[config.mk]
export PLATFORM = sky130hd
export DESIGN_NAME = mux_rr_arbiter
export DESIGN_NICKNAME = d
export VERILOG_FILES = /design/src/rtl/mux_rr_arbiter_pkg.sv /design/src/rtl/mux_rr_arbiter_mux.sv /design/src/rtl/mux_rr_arbiter_pick.sv /design/src/rtl/mux_rr_arbiter.sv
export SDC_FILE = /design/constraint.sdc
export NUM_CORES = 1
export LEC_CHECK = 0
export CELL_PAD_IN_SITES_DETAIL_PLACEMENT = 0
export CELL_PAD_IN_SITES_GLOBAL_PLACEMENT = 2
export CORE_MARGIN = 4
export CORE_UTILIZATION = 33
export DETAILED_ROUTE_END_ITERATION = 7
export PLACE_DENSITY = 0.78
export SLEW_MARGIN = 20
export SYNTH_ARGS = -nofsm -noshare
export SYNTH_HDL_FRONTEND = slang
export SYNTH_SLANG_ARGS = --single-unit
[constraint.sdc]
create_clock -name clk -period 4 [get_ports clk]
set_input_delay 0.8 -clock clk [delete_from_list [all_inputs] [get_ports clk]]
set_output_delay 0.8 -clock clk [all_outputs]
set_load 0.05 [all_outputs]
[src/rtl/mux_rr_arbiter_pkg.sv]
// Shared definitions for the round-robin mux arbiter: state encoding,
// requester count and the index-to-one-hot helper.
package mux_rr_arbiter_pkg;

  localparam int NREQ = 4;

  localparam logic IDLE  = 1'b0;
  localparam logic GRANT = 1'b1;

  function automatic logic [NREQ-1:0] idx_to_onehot(input logic [1:0] idx);
    logic [NREQ-1:0] oh;
    oh      = '0;
    oh[idx] = 1'b1;
    return oh;
  endfunction

endpackage

[src/rtl/mux_rr_arbiter_mux.sv]
// Shared 4:1 single-bit datapath mux; the arbiter is its only select source.
module Mux4_1 (
  input  logic [3:0] w,
  input  logic [1:0] s,
  output logic       y
);

  assign y = w[s];

endmodule

[src/rtl/mux_rr_arbiter_pick.sv]
// Combinational round-robin picker: finds the first set request starting
// at ptr and wrapping around modulo 4.
module rr_pick4
  import mux_rr_arbiter_pkg::*;
(
  input  logic [NREQ-1:0] req,
  input  logic [1:0]      ptr,
  output logic [1:0]      idx,
  output logic            any
);

  logic [1:0] cand;

  // Scan from the lowest priority back to ptr so the last hit is the winner.
  always_comb begin
    idx  = ptr;
    any  = 1'b0;
    cand = ptr;
    for (int i = NREQ - 1; i >= 0; i--) begin
      cand = ptr + 2'(i);
      if (req[cand]) begin
        idx = cand;
        any = 1'b1;
      end
    end
  end

endmodule

[src/rtl/mux_rr_arbiter.sv]
// Round-robin arbiter and sequencer for the shared 4:1 mux. Grants one
// requester at a time, limits hold time to MAX_HOLD cycles, forces an idle
// cycle between owners and registers the selected data bit.
module mux_rr_arbiter
  import mux_rr_arbiter_pkg::*;
#(
  parameter int MAX_HOLD = 8,
  parameter int CW       = 4
) (
  input  logic            clk,
  input  logic            rst,
  input  logic [NREQ-1:0] req,
  input  logic            done,
  input  logic [NREQ-1:0] w,
  output logic [NREQ-1:0] gnt,
  output logic [1:0]      s,
  output logic            busy,
  output logic            timeout,
  output logic            y
);

  logic          state;
  logic [1:0]    ptr;
  logic [CW-1:0] hold_cnt;
  logic [1:0]    pick_idx;
  logic          pick_any;
  logic          mux_y;
  logic          at_limit;
  logic          release_now;
  logic          timeout_cause;

  rr_pick4 u_pick (
    .req (req),
    .ptr (ptr),
    .idx (pick_idx),
    .any (pick_any)
  );

  Mux4_1 u_mux (
    .w (w),
    .s (s),
    .y (mux_y)
  );

  // s always names the current owner while granted, so it indexes req directly.
  assign at_limit      = (hold_cnt == CW'(MAX_HOLD - 1));
  assign release_now   = done | ~req[s] | at_limit;
  assign timeout_cause = at_limit & ~done & req[s];

  // Grant/release sequencing, hold counting and the registered mux output.
  always_ff @(posedge clk or posedge rst) begin
    if (rst) begin
      state    <= IDLE;
      gnt      <= '0;
      s        <= 2'd0;
      busy     <= 1'b0;
      timeout  <= 1'b0;
      y        <= 1'b0;
      ptr      <= 2'd0;
      hold_cnt <= '0;
    end else begin
      case (state)
        IDLE: begin
          timeout <= 1'b0;
          y       <= 1'b0;
          if (pick_any) begin
            state    <= GRANT;
            gnt      <= idx_to_onehot(pick_idx);
            s        <= pick_idx;
            busy     <= 1'b1;
            hold_cnt <= '0;
          end
        end
        GRANT: begin
          y        <= mux_y;
          hold_cnt <= hold_cnt + CW'(1);
          if (release_now) begin
            state   <= IDLE;
            gnt     <= '0;
            busy    <= 1'b0;
            ptr     <= s + 2'd1;
            timeout <= timeout_cause;
          end
        end
        default: state <= IDLE;
      endcase
    end
  end

endmodule

==> summary.txt, run 1 <==
Synth
  • Synth area leaders: dfrtp_1 44%, mux2i_1 4.4%, a22o_1 3.9%
  • Post-synthesis area per instance: 10.9 um2
  • Post-synth EDFFs: 0
  • Mapped Cells: a little over 80
  • Post-synth cell types: 39
  • Biggest area consumer among synthesized cells: dfrtp_1
  • Synth Register Bits: 16
  • Synth warnings: 0
  • Synth async-reset ratio: 1.00
  • Post-Syn Nets: 95
  • Sequential cell area fraction in the yosys report: 0.441
  • Ys flop type: dfrtp_1
  • Share of the synthesized area in the top cell type: 0.441
  • Synthesized cell area: 908 um2

STA
  • Final min period: between 2 and 2.5 ns
  • Final setup violation count: 0
  • Fin. Hold Viols: 0
  • RSZ-0062 raised after global routing: no
  • Fin. max-slew vios: 0
  • Fmax: 0.402 GHz
  • Period utilisation layout: 0.621
  • Slew @ Worst Pin: 0.604 ns
  • Clock skew: 0.00568 ns
  • Slew margin rel.: 0.597
  • Final setup TNS: 0 ns

Power and ir drop
  • Pwr/cell area: 763 mW/mm2
  • Static Leak: 0.497 nW
  • VDD IR-drop max: ~0.42 mV

Route
  • Via density: 5.24
  • Detailed Route Iter0 Violations: 17
  • Drc violations: 0
  • Drt first pass iters: 4
  • DR WL/cell: 14.3 um
  • Vias: 697
  • Total Wirelength: approximately 1.9 mm
  • ANT nets after route: 0

Worst setup path
  • Max FO, Critical Path: 7
  • Critical path capture point type: primary output
  • WS Path Type: reg2out
  • Worst EP required: about 3.2 ns
  • CP peak stage delay: 0.87 ns
  • Critical-path top delay cell: clkdlybuf4s50_1
  • Crit-path cells: clkdlybuf4s50_1
  • Setup crit start kind: flop
  • Buf+Inv Stages, Crit Path: 1
  • Cell family contributing the most delay on the critical path: buffers and inverters
  • Critical path arrival: 1.69 ns

Die
  • Core area: between 0.002 and 0.003 mm2
  • Die H: 60.5 um
  • Starting density of the core: 0.357
  • # rows: 18
  • I/O pin count: 20
  • Die ar.: around 0.0037 mm2
  • Chip width: ~60 um

Placed design
  • IO buf count: 19
  • Detail Placement HPWL: 1.46 mm
  • Gpl congestion: 0.728
  • Inst Count DP: between 100 and 150

GRT
  • Tot GR Track Use: 0.122
  • Initial antenna violation count: 0
  • Largest net degree at the start of global routing: 17
  • Vias in the first global route: 719
  • First-pass GRT wire length: around 3.2 mm
  • Overflow after GRT: 0

Clock tree
  • Clock Latency Late Sink: between 0.2 and 0.3 ns
  • H-tree depth: 1
  • Clk root buf: clkbuf_4
  • Post-CTS setup repair buffer count: 0
  • Clock Sink Count: 16
  • Num CTS Buffers: 3
  • # hold bufs at CTS: 0
  • CTS tree: built
  • Post-CTS Resized: 0
  • Maximum root-to-sink buffer count: 2
  • Clock slew seen by the registers of the worst setup and hold paths: 0.10 ns

Final layout
  • Area delta synth->final: 26.9%
  • # diodes: 0
  • Final Non-Filler Cells: 133
  • Share of cells above drive strength 1: 0.136
  • Nets@finish: approximately 120

Run
  • Max cap viols: 0

Min path
  • Worst hold path type: reg2reg

Status
  • Status: complete, no violations
[final cells by class]
| class | count | area [um2] |
|---|---|---|
| clock buffer | 4 | 36.3 |
| fill | 249 | 1390 |
| inverter | 6 | 22.5 |
| multi-input combinational | 58 | 465 |
| sequential | 16 | 400 |
| tap | 30 | 37.5 |
| timing repair buffer | 19 | 190 |
[cell usage in the layout, fill, tap and decap left out, drive strengths merged, types with 2 or more instances in the layout]
cell           Yosys  layout
mux2i              4       4
nand2              2       2
nand3              2       2
nor2b              6       6
inv                6       6
clkdlybuf4s50      0      19
clkbuf             1       4
nor3b              2       2
nor2               4       4
o21ai              4       4
or4                2       2
mux2               3       3
a22o               4       4
a21oi              3       3
xor2               2       2
o211a              2       2
dfrtp             16      16
o32ai              2       2
[logic make-up (layout without fill, tap and decap cells)]
kind of cell             after synthesis  after routing  share of synthesized area
buffers and inverters                  9             29                     0.0468
adder cells (fa/ha/maj)                1              1                     0.0138
AO/OA/AOI/OAI                         23             23                      0.204
multiplexers                           8              8                      0.106
flip-flops                            16             16                      0.441
XOR/XNOR                               2              2                     0.0193
AND/OR/NAND/NOR                       24             24                      0.169
[metrics by stage]
stage / setup WS, ns / hold WS (ns) / util / instance area (um2) / total power [mW]
after floorplan: 2.10 / 0.442 / - / 908 / 0.654
after global placement: 1.48 / 0.454 / 0.439 / 1120 / 0.779
after detailed placement: 1.48 / 0.463 / 0.439 / 1120 / 0.778
after CTS: 1.48 / 0.477 / 0.453 / 1150 / 0.889
after global routing: 1.41 / 0.497 / 0.453 / 1150 / 0.944
final: 1.51 / 0.471 / 0.453 / 1150 / 0.879
[synthesized netlist by cell type, drive strengths merged (2+ instances only)]
cell type  count
o211a          2
mux2           3
nor2           4
a22o           4
mux2i          4
a21oi          3
o21ai          4
xor2           2
o32ai          2
buf            2
or4            2
inv            6
nand2          2
nor3b          2
nand3          2
dfrtp         16
nor2b          6
[sequential cells by signal (all words and copies together), names as in the netlist]
register and flops:
busy 1, hold_cnt 4, timeout 1, s 2, state 1, ptr 2, gnt 4, y 1
[report_power, final]
part           leakage, nW  total [mW]  switching (mW)  internal, mW
sequential           0.202       0.317          0.0900         0.227
combinational        0.274       0.454           0.249         0.205
clock               0.0210       0.108          0.0522        0.0554
[final timing paths]
path,startpoint,end,slack [ns],cells past startpoint
worst max-delay path,s[0],s[0],1.51,1
worst min-delay path,hold_cnt[3],hold_cnt[3],0.47,1
worst max register to register,s[1],ptr[1],2.30,4
max in group asynchronous,rst,gnt[2],2.74,2
worst min register to register,hold_cnt[3],hold_cnt[3],0.47,1
min in group asynchronous,rst,y,0.87,2
[metal layers]
layer,GRT usage,share of wire,vias to the layer above,wire [um]
li1,-,-,347,-
met1,0.157,0.47,327,891
met2,0.190,0.47,21,887
met3,0.0277,0.053,2,100
met4,0.0681,0.010,0,19
met5,0,0,-,0
(Power assumes the default switching activity.)
==> run 2, diff against run 1 <==
CORE_UTILIZATION = 31   (was 33)
PLACE_DENSITY = 0.74   (was 0.78)
clock period = 2.35 ns   (was 4 ns; I/O delays follow)
==> run 2 against run 1 <==
Compared with the run above:
- cell area increased by 0.76%
- sequential share of layout area is 0.26 points lower
- sequential power grew 64%
- non-clock buffer count grew 1
- hold slack improved by 0.00072 ns
- clock-buffer cell count unchanged
- die area increased by 5.6%
- wire length up 7.0%
- global-route usage fell by 0.89 points
- clock power grew 67%
- total power is 72% higher
- critical endpoint is now s[1]
==> summary.txt, run 2 (synthesized netlist as in run 1, its figures left out) <==
Clock tree
  • # hold bufs at CTS: 0
  • Clk root buf: clkbuf_4
  • H-tree depth: 1
  • Clock Sink Count: 16
  • Num CTS Buffers: 3
  • Post-CTS setup repair buffer count: 0
  • Clock slew seen by the registers of the worst setup and hold paths: ~0.10 ns
  • Post-CTS Resized: 0
  • Maximum root-to-sink buffer count: 2
  • CTS tree: built
  • Clock Latency Late Sink: between 0.2 and 0.3 ns

Worst setup path
  • Reg-to-reg endpoint: ptr[1]
  • CP peak stage delay: 0.85 ns
  • Critical path capture point type: primary output
  • Critical-path top delay cell: clkdlybuf4s50_1
  • Worst R2R Setup Slack: 0.64 ns
  • WS Path Type: reg2out
  • Critical path arrival: about 1.6 ns
  • Worst setup path start: s[1]
  • Cell count along the critical path: 1
  • Buf+Inv Stages, Crit Path: 1
  • Crit-path cells: clkdlybuf4s50_1
  • Max FO, Critical Path: 6
  • Worst EP required: 1.88 ns
  • Setup crit start kind: flop
  • Critical Path Sink: s[1]
  • Path depth of the worst reg2reg path: 4
  • RR Startpoint: s[1]
  • Cell family contributing the most delay on the critical path: buffers and inverters

Route
  • Detailed Route Iter0 Violations: 53
  • Drt first pass iters: 4
  • Drc violations: 0
  • Vias: 709
  • DR WL/cell: 15.0 um
  • Via density: 5.25
  • ANT nets after route: 0
  • Total Wirelength: 2.03 mm

STA
  • Slew margin rel.: 0.601
  • Period utilisation layout: 0.885
  • Slew @ Worst Pin: 0.598 ns
  • Fin. max-slew vios: 0
  • Fin. Hold Viols: 0
  • Fmax: approximately 0.48 GHz
  • Final setup TNS: 0 ns
  • Final setup violation count: 0
  • Clock skew: 0.00637 ns
  • Final min period: roughly 2.1 ns
  • RSZ-0062 raised after global routing: no

Final layout
  • Nets@finish: 117
  • Most common cell after layout, fill and taps aside: clkdlybuf4s50_1
  • Share of cells above drive strength 1: 0.144
  • Area delta synth->final: 27.8%
  • Largest regs: gnt: 4 flops, hold_cnt: 4 flops
  • # diodes: 0
  • Most frequent cells in the layout: 19 x clkdlybuf4s50_1, 16 x dfrtp_1, 6 x inv_1

Die
  • Chip width: 62.1 um
  • I/O pin count: 20
  • # rows: 19
  • Die ar.: approximately 0.0039 mm2
  • Starting density of the core: 0.327
  • Die H: 62.1 um
  • Core area: 0.00278 mm2

GRT
  • Largest net degree at the start of global routing: 17
  • Tot GR Track Use: 0.113
  • Overflow after GRT: 0
  • First-pass GRT wire length: 3.57 mm
  • Vias in the first global route: 766
  • Initial antenna violation count: 0

Status
  • Status: complete, no violations

Power and ir drop
  • Pwr/cell area: 1300 mW/mm2
  • Static Leak: 0.502 nW
  • VDD IR-drop max: around 0.61 mV
  • Total power: approximately 1.5 mW

Placed design
  • IO buf count: 19
  • Gpl congestion: roughly 0.77
  • Detail Placement HPWL: about 1.6 mm

Min path
  • Worst hold path type: reg2reg

Run
  • Max cap viols: 0
[run 2: changes by cell type in the layout (fill, tap and decap cells not counted)]
cell / before / now
buf_4: 0 / 1
[run 2: metrics by stage]
stage | worst slack, ns | instance area [um2] | utilization | hold WS, ns | instances
6_report | 0.271 | 1160 | 0.417 | 0.472 | 135
4_1_cts | 0.241 | 1160 | 0.417 | 0.481 | 135
3_3_place_gp | 0.171 | 1120 | 0.404 | 0.459 | 131
3_5_place_dp | 0.185 | 1120 | 0.404 | 0.467 | 131
2_1_floorplan | 0.540 | 908 | - | 0.384 | 83
5_1_grt | 0.187 | 1160 | 0.417 | 0.515 | 135
[run 2: routing by layer]
metal,share of wire,up-vias,GRT usage
met5,0,-,0
li1,-,345,-
met1,0.44,357,0.129
met2,0.54,5,0.201
met4,0.0039,0,0.0488
met3,0.023,2,0.0234
[run 2: final cells by class]
type,instances,area [um2]
multi-input combinational,58,465
inverter,6,22.5
timing repair buffer,20,198
tap,31,38.8
sequential,16,400
clock buffer,4,36.3
fill,285,1620
[run 2: how the worst min path moves through the flow]
| stage | from | end | slack (ns) | cells past startpoint |
|---|---|---|---|---|
| after floorplan | rst | busy | 0.38 | 1 |
| after global placement | hold_cnt[3] | hold_cnt[3] | 0.46 | 1 |
| after detailed placement | hold_cnt[3] | hold_cnt[3] | 0.47 | 1 |
| after CTS | hold_cnt[3] | hold_cnt[3] | 0.48 | 1 |
| after global routing | busy | busy | 0.52 | 1 |
| final | hold_cnt[3] | hold_cnt[3] | 0.47 | 1 |
[run 2: report_power, final]
part	switching, mW	internal (mW)	total [mW]
Sequential	0.133	0.387	0.520
Clock	0.0860	0.0943	0.180
Combinational	0.453	0.360	0.812
==> run 3, diff against run 2 <==
GPL_ROUTABILITY_DRIVEN = 0   (was default)
==> results of run 3 <==
No change in the layout: final DEF, timing and power equal those of run 2.
